`src/rtl/uart_transmitter.sv`:
```
`timescale 1ns/1ps
// UART transmit stage: start bit, 8 data bits MSB first, optional even parity, stop bit; 16 ticks per bit.
// Optional feature macro UART_TX_PARITY_EN: defined -> 11-bit frame with parity, undefined -> 10-bit frame.
module uart_transmitter #(
    parameter int CLK_FREQ = 50_000_000
) (
    input  logic       clk,
    input  logic       reset,
    input  logic       Tx_EN,
    input  logic       Tx_WR,
    input  logic [7:0] Tx_DATA,
    input  logic [2:0] Tx_baud_select,
    output logic       TxD,
    output logic       Tx_BUSY,
    output logic       Tx_DONE
);

`ifdef UART_TX_PARITY_EN
    typedef enum logic [2:0] {IDLE, START, DATA, PARITY, STOP} state_t;
`else
    typedef enum logic [2:0] {IDLE, START, DATA, STOP} state_t;
`endif

    // Rounded 16x-tick divisor; must stay below 2**14 for the slowest rate.
    function automatic logic [13:0] div_of(input int baud);
        return 14'((CLK_FREQ + 8 * baud) / (16 * baud));
    endfunction

    function automatic logic [13:0] div_last(input logic [2:0] sel);
        logic [13:0] d;
        case (sel)
            3'd0:    d = div_of(300);
            3'd1:    d = div_of(1200);
            3'd2:    d = div_of(4800);
            3'd3:    d = div_of(9600);
            3'd4:    d = div_of(19200);
            3'd5:    d = div_of(38400);
            3'd6:    d = div_of(57600);
            default: d = div_of(115200);
        endcase
        return d - 14'd1;
    endfunction

    state_t      state, state_next;
    logic [13:0] div_cnt, div_next;
    logic [3:0]  tick_cnt, tick_next;
    logic [2:0]  bit_idx, idx_next;
    logic [7:0]  shift_reg, shift_next;
    logic [2:0]  sel_q, sel_next;
    logic        txd_q, txd_next;
    logic        done_q, done_next;
    logic        bit_end;
`ifdef UART_TX_PARITY_EN
    logic        parity_q, parity_next;
`endif

    // NOTE: every signal gets a default before any branch so no latch is inferred.
    always_comb begin
        state_next = state;
        div_next   = div_cnt;
        tick_next  = tick_cnt;
        idx_next   = bit_idx;
        shift_next = shift_reg;
        sel_next   = sel_q;
        done_next  = 1'b0;
        bit_end    = 1'b0;
`ifdef UART_TX_PARITY_EN
        parity_next = parity_q;
`endif
        if (!Tx_EN) begin
            state_next = IDLE;
            div_next   = '0;
            tick_next  = '0;
            idx_next   = '0;
        end else if (state == IDLE) begin
            if (Tx_WR) begin
                state_next = START;
                shift_next = Tx_DATA;
                sel_next   = Tx_baud_select;
                div_next   = '0;
                tick_next  = '0;
                idx_next   = '0;
`ifdef UART_TX_PARITY_EN
                parity_next = ^Tx_DATA;
`endif
            end
        end else begin
            if (div_cnt == div_last(sel_q)) begin
                div_next  = '0;
                tick_next = tick_cnt + 4'd1;
                bit_end   = (tick_cnt == 4'd15);
            end else begin
                div_next = div_cnt + 14'd1;
            end
            if (bit_end) begin
                case (state)
                    START: state_next = DATA;
                    DATA: begin
                        shift_next = {shift_reg[6:0], 1'b0};
                        idx_next   = bit_idx + 3'd1;
                        if (bit_idx == 3'd7) begin
`ifdef UART_TX_PARITY_EN
                            state_next = PARITY;
`else
                            state_next = STOP;
`endif
                        end
                    end
`ifdef UART_TX_PARITY_EN
                    PARITY: state_next = STOP;
`endif
                    STOP: begin
                        state_next = IDLE;
                        done_next  = 1'b1;
                    end
                    default: state_next = IDLE;
                endcase
            end
        end

        // Line level is registered from the next state so TxD is glitch-free.
        case (state_next)
            START:   txd_next = 1'b0;
            DATA:    txd_next = shift_next[7];
`ifdef UART_TX_PARITY_EN
            PARITY:  txd_next = parity_next;
`endif
            default: txd_next = 1'b1;
        endcase
    end

    // NOTE: sequential state uses non-blocking assignments so all registers update together.
    always_ff @(posedge clk or negedge reset) begin
        if (!reset) begin
            state     <= IDLE;
            div_cnt   <= '0;
            tick_cnt  <= '0;
            bit_idx   <= '0;
            shift_reg <= '0;
            sel_q     <= '0;
            txd_q     <= 1'b1;
            done_q    <= 1'b0;
`ifdef UART_TX_PARITY_EN
            parity_q  <= 1'b0;
`endif
        end else begin
            state     <= state_next;
            div_cnt   <= div_next;
            tick_cnt  <= tick_next;
            bit_idx   <= idx_next;
            shift_reg <= shift_next;
            sel_q     <= sel_next;
            txd_q     <= txd_next;
            done_q    <= done_next;
`ifdef UART_TX_PARITY_EN
            parity_q  <= parity_next;
`endif
        end
    end

    assign TxD     = txd_q;
    assign Tx_BUSY = (state != IDLE);
    assign Tx_DONE = done_q;

endmodule

```
`config.mk`:
```
export PLATFORM = sky130hd
export DESIGN_NAME = uart_transmitter
export DESIGN_NICKNAME = d
export VERILOG_FILES = /design/src/rtl/uart_transmitter.sv
export SDC_FILE = /design/constraint.sdc
export NUM_CORES = 1
export LEC_CHECK = 0
export ABC_AREA = 1
export BUFFER_PORTS_ARGS = -buffer_cell sky130_fd_sc_hd__buf_2
export CORE_MARGIN = 2
export CORE_UTILIZATION = 45
export DETAILED_ROUTE_END_ITERATION = 12
export HOLD_SLACK_MARGIN = 0.06
export SLEW_MARGIN = 5
export SYNTH_ARGS = -nofsm -noshare
export SYNTH_HDL_FRONTEND = slang
export SYNTH_SLANG_ARGS = --single-unit
```
`constraint.sdc`:
```
create_clock -name clk -period 2.2 [get_ports clk]
set_input_delay 0.11 -clock clk [delete_from_list [all_inputs] [get_ports clk]]
set_output_delay 0.11 -clock clk [all_outputs]
set_load 0.01 [all_outputs]
```
==> impl_metrics.py, run 1 <==
metrics = {
    "outcome": {
        "outcome": "finished, violations left",
        "failed_checks": "setup timing",
    },
    "synth": {
        "synth.cell_area_um2": 2476,
        "yosysWarnings": 0,
        "async_flop_share_pct": 100.0,
        "ys.flop_type": "dfrtp_1",
        "synth_nets": 369,
        "synth-seq-cells": 37,
        "synth.distinct_cells": 35,
        "synth_edf_count": 0,
        "synth_area_per_cell_um2": 7.095,
        "syn_inst": 349,
        "ys_seq_area_share_pct": 37.44,
    },
    "cts": {
        "cts_root_buf": "clkbuf_8",
        "cts-htree-levels": 2,
        "cts_tree": "done",
        "insertion_delay_ns": 0.29,
        "clockBufferDepth": 2,
        "path_clk_slew_ns": 0.07,
        "numCtsBuffers": 5,
        "cts_num_sinks": 37,
    },
    "worst_setup_path": {
        "worstPathArrival_ns": 2.62,
        "cp.required_ns": 2.38,
        "worstPathMaxFanout": 7,
        "end_kind": "flip-flop",
        "crit_path_start_kind": "flip-flop",
        "worstSetupPathType": "reg -> reg",
    },
    "global_route": {
        "overflow": 0,
        "antenna_found_initial": 0,
        "track_usage_pct": 22.39,
        "grt_pass1_vias": 2519,
        "grt_first_pass_wirelength_mm": 11.02,
        "grt_max_degree": 38,
    },
    "power": {
        "irDropWorstVdd_mv": 0.4272,
        "power_mw": 2.295,
        "comb_power_share_pct": 39.7,
        "pwr-share-seq_pct": 33.6,
        "p_sw_uw": 793.9,
        "cellLeakagePower_nw": 1.629,
        "p_sw_share_pct": 34.60,
        "p_clk_share_pct": 26.7,
        "power.density_nw_per_um2": 669.4,
        "power.internal_mw": 1.501,
    },
    "hold_path": {
        "hold_path.class": "in -> reg",
    },
    "placed_design": {
        "hpwl_mm": 4.673,
        "place_congestion": 0.9480,
        "portBuffers": 17,
        "place_area_um2": 2914,
        "dp_slack_ns": -0.2602,
        "dp.cells": 467,
    },
    "timing": {
        "tns_ns": -4.853,
        "rsz0062_at_grt": "true",
        "min_period_over_period_pct": 111.0,
        "fmax_ghz": 0.4094,
        "setup_viol": 28,
        "finClkSkew_ns": 0.003292,
        "maxSlewViolCount": 0,
        "fin_ws_ns": -0.2428,
        "worst_slew_pin_slew_ns": 0.8304,
        "slew_headroom_pct": 44.64,
        "min_period_ns": 2.443,
        "hold_viol": 0,
        "holdWs_ns": 0.06671,
    },
    "cells_and_area": {
        "multi_input_area_um2": 1531,
        "drive_gt1_share_pct": 37.08,
        "finalNonFillerCells": 490,
        "syn_to_final_growth_pct": 38.45,
        "fin_nets": 437,
        "nFillCells": 488,
        "largest_reg_flops": 14,
        "layout_commonest_cell": "nand2_1",
        "antenna_cells": 0,
        "seq_area_um2": 930.9,
        "layout_common_cells": "75 x nand2_1, 42 x inv_1, 39 x buf_4",
        "finish.utilization_pct": 63.43,
        "stdcell_area_um2": 3428,
    },
    "floorplanning": {
        "fp.dieW_um": 78.18,
        "num_rows": 27,
        "die_h_um": 78.18,
        "die-area_um2": 6112,
        "io_pins": 18,
        "floorplan.initialDensity_pct": 45.81,
        "placeableCoreArea_um2": 5405,
    },
    "drt": {
        "wirelength_met1_mm": 2.828,
        "wirelength_mm": 6.444,
        "drc": 0,
        "dr.pass1.iters": 4,
        "num_vias": 2530,
        "highest_layer": "met4",
        "drt_iter0_drc": 105,
        "met3_length_um": 220,
        "ant_nets": 0,
        "via_per_inst": 5.163,
        "wl_per_cell_um": 13.15,
        "wl_met2_mm": 3.167,
    },
    "job": {
        "maxCapViolCount": 0,
    },
}
-- cell type report --
class                           count  area share [%]
Multi-Input combinational cell    253           44.67
Sequential cell                    37           27.15
Timing Repair Buffer               67           15.95
Inverter                           53           6.095
Tap cell                           72           2.628
Clock buffer                        6           2.409
Clock inverter                      2           1.095
-- synthesized netlist by cell type, types with 3 or more instances --
| library cell | number | area [um^2] |
|---|---|---|
| nand3_1 | 37 | 185.2 |
| o31ai_1 | 6 | 45.04 |
| nor4_1 | 4 | 25.02 |
| nor3_1 | 13 | 65.06 |
| inv_2 | 4 | 15.01 |
| buf_6 | 3 | 33.78 |
| dfrtp_1 | 36 | 900.9 |
| nor2_1 | 33 | 123.9 |
| nand4_1 | 9 | 56.30 |
| ha_1 | 5 | 62.56 |
| o21ai_0 | 14 | 70.07 |
| o21ai_2 | 3 | 26.28 |
| xor2_1 | 6 | 52.55 |
| inv_1 | 48 | 180.2 |
| nand3_2 | 3 | 30.03 |
| nand2_2 | 5 | 31.28 |
| nand2_1 | 91 | 341.6 |
| a21oi_1 | 12 | 60.06 |
-- per-layer routing --
| layer | GRT usage (%) | up-vias |
|---|---|---|
| li1 | - | 1274 |
| met1 | 27.23 | 1186 |
| met2 | 39.31 | 49 |
| met3 | 3.678 | 21 |
| met4 | 9.298 | 0 |
| met5 | 0 | - |
-- worst paths after layout --
kind	from	to	slack, ns	cells past startpoint
min in group asynchronous	reset	shift_reg[4]$_DFFE_PN0P_	0.46	2
hold / removal	Tx_baud_select[1]	sel_q[1]$_DFFE_PN0P_	0.07	3
setup / recovery	sel_q[2]$_DFFE_PN0P_	shift_reg[2]$_DFFE_PN0P_	-0.24	15
max in group asynchronous	reset	sel_q[2]$_DFFE_PN0P_	1.17	2
hold reg to reg	tick_cnt[1]$_DFFE_PN0P_	tick_cnt[1]$_DFFE_PN0P_	0.51	2
setup reg to reg	sel_q[2]$_DFFE_PN0P_	shift_reg[2]$_DFFE_PN0P_	-0.24	15
-- worst max-delay path, stage by stage (launching register included) --
cell	delay, ns
dfrtp_2	0.48
nand2_4	0.11
nand2_4	0.06
nand2_4	0.06
inv_4	0.04
ha_4	0.23
nand2_1	0.11
nand3_2	0.11
nor2_4	0.13
nand3_2	0.08
nor2_2	0.12
nand4_2	0.09
or2_4	0.27
a21boi_4	0.20
clkbuf_16	0.19
o21ai_1	0.06
-- cells by family after synthesis --
family	Yosys count	share of synthesized area [%]
buffers and inverters	59	10.61
and+or+nand+nor	202	37.29
adders and majority gates	5	2.527
AOI/OAI and AO/OA	40	10.01
DFF	37	37.44
xor gates and xnor gates	6	2.122
-- power groups by stage --
stage	combinational (mW)	sequential, mW	clock [mW]
2_1_floorplan	0.483	0.759	0
3_3_place_gp	0.702	0.779	0
3_5_place_dp	0.704	0.780	0
4_1_cts	0.780	0.769	0.630
5_1_grt	1.01	0.776	0.656
6_report	0.910	0.772	0.613
-- what timing repair did --
action                                 4_1_cts  5_1_grt
hold buffers                                 1        1
setup buffers                                7        4
pin swaps                                   11       22
setup endpoints to repair                   30       34
gates cloned                                 1        1
gates resized for setup                     37       34
endpoints found under the hold margin       36        1
Note: power is estimated with default switching activity, not from simulation.
==> run 2, diff against run 1 <==
- CORE_UTILIZATION: 45 -> 29
==> run 2 against run 1 <==
Via count down 0.32%. The flow still finishes with violations (setup timing). Global-route usage shrank 7.4 points. Core utilization shrank 21 points.
==> impl_metrics.py, run 2 (synthesis results as in run 1) <==
metrics = {
    "worst_setup_path": {
        "path_delay_family": "simple AND/OR/NAND/NOR gates",
        "reg2reg_to": "shift_reg[6]$_DFFE_PN0P_",
        "path_cells": "nand2_4, nand2_4, nand2_4, inv_4, ha_4, inv_2, nand2_2, nand3_2, nor2_2, nand3_1, nor2_2, nand4_2, or2_4, a21boi_4, clkbuf_16, nand2_4, o21ai_2",
        "crit_path_start_kind": "flip-flop",
        "worstSetupPathType": "reg -> reg",
        "crit_top_cell": "nand2_4",
        "cp.required_ns": 2.44,
        "r2r_cells": 17,
        "r2r_slack_ns": -0.21,
        "r2r_start": "sel_q[2]$_DFFE_PN0P_",
        "worstPathMaxFanout": 7,
        "critPathBufInv": 3,
        "end_kind": "flip-flop",
        "critPathLaunch": "sel_q[2]$_DFFE_PN0P_",
        "worstPathArrival_ns": 2.64,
        "cpMaxStageDelayCell": "dfrtp_2",
        "critPathMaxStageDelay_ns": 0.47,
    },
    "timing": {
        "finClkSkew_ns": 0.008008,
        "fmax_ghz": 0.4150,
        "holdWs_ns": 0.07771,
        "min_period_ns": 2.409,
        "setup_viol": 28,
        "maxSlewViolCount": 0,
        "worst_slew_pin_slew_ns": 0.8662,
        "rsz0062_at_grt": "true",
        "min_period_over_period_pct": 109.5,
        "hold_viol": 0,
        "fin_ws_ns": -0.2095,
        "slew_headroom_pct": 42.25,
    },
    "hold_path": {
        "min_to": "sel_q[2]$_DFFE_PN0P_",
        "hold_depth": 3,
        "min_from": "Tx_baud_select[2]",
        "hold_path.class": "in -> reg",
    },
    "power": {
        "power.density_nw_per_um2": 647.1,
        "cellLeakagePower_nw": 1.634,
        "power_mw": 2.261,
        "irDropWorstVdd_mv": 0.3184,
    },
    "drt": {
        "wirelength_mm": 6.719,
        "num_vias": 2522,
        "drt_iter0_drc": 99,
        "dr.pass1.iters": 4,
        "drc": 0,
        "ant_nets": 0,
        "wl_per_cell_um": 12.95,
        "via_per_inst": 4.859,
    },
    "outcome": {
        "outcome": "finished, violations left",
        "failed_checks": "setup timing",
    },
    "placed_design": {
        "portBuffers": 17,
        "hpwl_mm": 4.841,
        "place_congestion": 0.9361,
        "dp_slack_ns": -0.2473,
    },
    "cells_and_area": {
        "drive_gt1_share_pct": 39.13,
        "syn_to_final_growth_pct": 41.13,
        "largest_reg_flops": 14,
        "layout_commonest_cell": "nand2_1",
        "fin_nets": 433,
        "layout_common_cells": "71 x nand2_1, 44 x inv_1, 33 x dfrtp_1",
        "antenna_cells": 0,
        "finish.utilization_pct": 42.32,
    },
    "cts": {
        "cts_root_buf": "clkbuf_8",
        "clockBufferDepth": 2,
        "cts_num_sinks": 37,
        "insertion_delay_ns": 0.30,
        "cts_tree": "done",
        "numCtsBuffers": 5,
        "cts-htree-levels": 2,
        "path_clk_slew_ns": 0.08,
    },
    "global_route": {
        "grt_busiest_layer": "met2",
        "gr-usage-met1_pct": 18.75,
        "grt_first_pass_wirelength_mm": 10.80,
        "antenna_found_initial": 0,
        "grt_pass1_vias": 2372,
        "overflow": 0,
        "grtUsageMet2_pct": 26.27,
        "gr-usage-met3_pct": 2.483,
        "grt_max_degree": 38,
        "track_usage_pct": 15.01,
    },
    "floorplanning": {
        "num_rows": 33,
        "floorplan.initialDensity_pct": 29.98,
        "io_pins": 18,
        "placeableCoreArea_um2": 8258,
        "die-area_um2": 9294,
        "die_h_um": 96.41,
        "fp.dieW_um": 96.41,
    },
    "job": {
        "maxCapViolCount": 0,
    },
}
==> run 2: changes by cell type in the layout (fill, tap and decap cells not counted), moves of 3 or more <==
cell | before | now
nand3_1 | 28 | 24
nand3_2 | 11 | 15
o21ai_0 | 7 | 4
nand2_1 | 75 | 71
nor2_2 | 4 | 9
buf_4 | 39 | 32
nand2_2 | 15 | 20
nor2_1 | 26 | 23
==> run 2: metrics by stage <==
step           TNS (ns)  instances  area, um^2
2_1_floorplan    -1.164        349        2512
3_3_place_gp     -3.584        496        2925
3_5_place_dp     -4.856        496        2925
4_1_cts          -2.983        519        3284
5_1_grt          -6.997        519        3495
6_report         -2.868        519        3495
==> run 2: worst max-delay path by stage <==
stage / end / slack, ns / cells past startpoint
after floorplan: shift_reg[4]$_DFFE_PN0P_ / -0.15 / 18
after global placement: shift_reg[0]$_DFFE_PN0P_ / -0.23 / 17
after detailed placement: shift_reg[0]$_DFFE_PN0P_ / -0.25 / 17
after CTS: shift_reg[0]$_DFFE_PN0P_ / -0.18 / 17
after global routing: shift_reg[1]$_DFFE_PN0P_ / -0.33 / 17
final: shift_reg[6]$_DFFE_PN0P_ / -0.21 / 17
==> run 2: area by class of cell <==
cell class | count | area [um^2]
clock buffer | 6 | 82.58
timing repair buffer | 63 | 514.2
sequential | 37 | 930.9
multi-input combinational | 253 | 1589
tap | 105 | 131.4
fill | 870 | 4763
inverter | 53 | 209.0
clock inverter | 2 | 37.54
==> run 2: per-layer routing <==
metal / vias up / part of all wire, %
li1: 1267 / -
met1: 1200 / 44
met2: 45 / 51
met3: 10 / 3.9
met4: 0 / 1.6
met5: - / 0
==> run 2: power by group <==
group	internal (mW)	switching [mW]	total (mW)
Clock	0.369	0.265	0.634
Combinational	0.372	0.489	0.860
Sequential	0.728	0.0394	0.767
Total	1.47	0.793	2.26
==> run 2: worst min-delay path, stage by stage <==
cell and delay (ns):
buf_2 0.08, nor2_1 0.04, a21oi_1 0.11
==> run 2: timing repair <==
action	in CTS	in global routing
gates resized for setup	34	60
cloned	1	1
pin swaps	10	17
endpoints found under the setup margin	30	32
buffers inserted	11	5
endpoints found under the hold margin	38	0
hold buffers	3	0
==> run 3, diff against run 2 <==
- clock period: 2.2 -> 2.91 ns (I/O delays scaled with it)
==> run 3 against run 2 <==
The flow now finishes without violations. Fmax fell by 11%. Critical path depth rose by 1. Register-to-register slack gained 0.42 ns. Sequential share of layout area rose by 6.5 points. First-iteration DRC count grew 15%. Die area unchanged. Final cell count decreased by 7.1%. Combinational power is 51% lower. Worst setup slack better by 0.42 ns. Non-clock buffer count decreased by 37. Count of clock-buffer cells in the layout unchanged. Clock skew increased by 0.0021 ns.
==> impl_metrics.py, run 3 (synthesis results as in run 1) <==
metrics = {
    "placed_design": {
        "dp_slack_ns": 0.08941,
        "hpwl_mm": 4.532,
        "place_congestion": 0.8901,
        "portBuffers": 17,
    },
    "floorplanning": {
        "fp.dieW_um": 96.41,
        "io_pins": 18,
        "num_rows": 33,
        "placeableCoreArea_um2": 8258,
        "die-area_um2": 9294,
        "die_h_um": 96.41,
        "floorplan.initialDensity_pct": 29.98,
    },
    "drt": {
        "dr.pass1.iters": 4,
        "drc": 0,
        "num_vias": 2275,
        "wl_per_cell_um": 12.27,
        "drt_iter0_drc": 114,
        "via_per_inst": 4.720,
        "ant_nets": 0,
        "wirelength_mm": 5.916,
    },
    "power": {
        "p_clk_share_pct": 26.7,
        "power.density_nw_per_um2": 490.4,
        "cellLeakagePower_nw": 1.338,
        "p_sw_share_pct": 36.80,
        "comb_power_share_pct": 30.7,
        "p_sw_uw": 506.6,
        "irDropWorstVdd_mv": 0.2412,
        "power.internal_uw": 869.8,
        "power_mw": 1.376,
        "pwr-share-seq_pct": 42.6,
    },
    "global_route": {
        "overflow": 0,
        "grt_max_degree": 38,
        "antenna_found_initial": 0,
        "grt_pass1_vias": 2218,
        "grt_first_pass_wirelength_mm": 10.09,
        "track_usage_pct": 13.95,
    },
    "worst_setup_path": {
        "crit_top_cell": "nand2_1",
        "path_delay_family": "simple AND/OR/NAND/NOR gates",
        "cpMaxStageDelayCell": "dfrtp_2",
        "crit_path_start_kind": "flip-flop",
        "worstSetupPathType": "reg -> reg",
        "r2r_start": "sel_q[2]$_DFFE_PN0P_",
        "critPathBufInv": 3,
        "cp.required_ns": 3.13,
        "path_cells": "nand2_4, nand2_2, nand2_2, inv_2, ha_1, inv_1, nand2_1, nand2_1, nand2_1, nand2_1, nand3_1, nor2_1, nand4_2, or2_4, a21boi_4, buf_12, nand3_1, o21ai_0",
        "critPathLaunch": "sel_q[2]$_DFFE_PN0P_",
        "end_kind": "flip-flop",
        "critPathMaxStageDelay_ns": 0.50,
        "worstPathArrival_ns": 2.92,
        "worstPathMaxFanout": 14,
    },
    "timing": {
        "fin_ws_ns": 0.2088,
        "min_period_over_period_pct": 92.83,
        "min_period_ns": 2.701,
        "maxSlewViolCount": 0,
        "finClkSkew_ns": 0.01011,
        "fmax_ghz": 0.3702,
        "setup_viol": 0,
        "holdWs_ns": 0.09926,
        "slew_headroom_pct": 41.85,
        "hold_viol": 0,
        "worst_slew_pin_slew_ns": 0.8723,
        "rsz0062_at_grt": "false",
        "tns_ns": 0,
    },
    "cts": {
        "path_clk_slew_ns": 0.08,
        "cts-htree-levels": 2,
        "insertion_delay_ns": 0.30,
        "cts_root_buf": "clkbuf_8",
        "clockBufferDepth": 2,
        "numCtsBuffers": 5,
        "cts_num_sinks": 37,
        "cts_tree": "done",
    },
    "cells_and_area": {
        "largest_reg_flops": 14,
        "drive_gt1_share_pct": 15.65,
        "syn_to_final_growth_pct": 13.34,
        "antenna_cells": 0,
        "layout_common_cells": "90 x nand2_1, 48 x inv_1, 37 x nand3_1",
        "layout_commonest_cell": "nand2_1",
        "finish.utilization_pct": 33.98,
        "fin_nets": 396,
    },
    "hold_path": {
        "hold_path.class": "in -> reg",
        "min_from": "Tx_DATA[0]",
    },
    "outcome": {
        "outcome": "finished, final reports clean",
    },
    "job": {
        "maxCapViolCount": 0,
    },
}
[run 3: what timing repair did]
item,in CTS,in global routing
gates resized for setup,0,3
setup buffers,0,1
hold endpoints to repair,36,0
hold buffers,1,0
setup endpoints to repair,0,20
[run 3: worst register-to-register path, cell delays in order, from the launching register on]
cell	delay [ns]
dfrtp_2	0.50
nand2_4	0.12
nand2_2	0.07
nand2_2	0.10
inv_2	0.05
ha_1	0.23
inv_1	0.13
nand2_1	0.06
nand2_1	0.12
nand2_1	0.07
nand2_1	0.08
nand3_1	0.07
nor2_1	0.12
nand4_2	0.15
or2_4	0.29
a21boi_4	0.17
buf_12	0.15
nand3_1	0.07
o21ai_0	0.09
[run 3: final cells by class]
cell class | count | area (um^2)
fill | 918 | 5451
multi-input combinational | 253 | 1289
sequential | 37 | 929.6
inverter | 53 | 201.4
timing repair buffer | 26 | 167.7
tap | 105 | 131.4
clock buffer | 6 | 72.57
clock inverter | 2 | 15.01
[run 3: worst paths after layout]
path | endpoint | depth (start not counted) | slack, ns
worst max-delay path | shift_reg[0]$_DFFE_PN0P_ | 18 | 0.21
max in group asynchronous | sel_q[1]$_DFFE_PN0P_ | 2 | 1.80
min in group asynchronous | shift_reg[2]$_DFFE_PN0P_ | 2 | 0.52
worst min-delay path | shift_reg[0]$_DFFE_PN0P_ | 3 | 0.1
worst max register to register | shift_reg[0]$_DFFE_PN0P_ | 18 | 0.21
worst min register to register | tick_cnt[1]$_DFFE_PN0P_ | 2 | 0.52
[run 3: through the flow]
step	cell area (um^2)	instances
after floorplan	2476	349
after global placement	2684	472
after detailed placement	2684	472
after CTS	2781	481
after global routing	2806	482
final	2806	482
[run 3: power by group through the flow]
stage	sequential (mW)	combinational [mW]	clock [mW]
after floorplan	0.574	0.342	0
after global placement	0.594	0.410	0
after detailed placement	0.595	0.412	0
after CTS	0.585	0.415	0.378
after global routing	0.592	0.488	0.412
final	0.586	0.422	0.368
[run 3: metal layers]
| metal | vias to the layer above | share of wire [%] | track usage (%) |
|---|---|---|---|
| li1 | 1187 | - | - |
| met1 | 1038 | 48 | 19.39 |
| met2 | 41 | 46 | 21.53 |
| met3 | 9 | 4.5 | 3.413 |
| met4 | 0 | 1.6 | 4.108 |
| met5 | - | 0 | 0 |
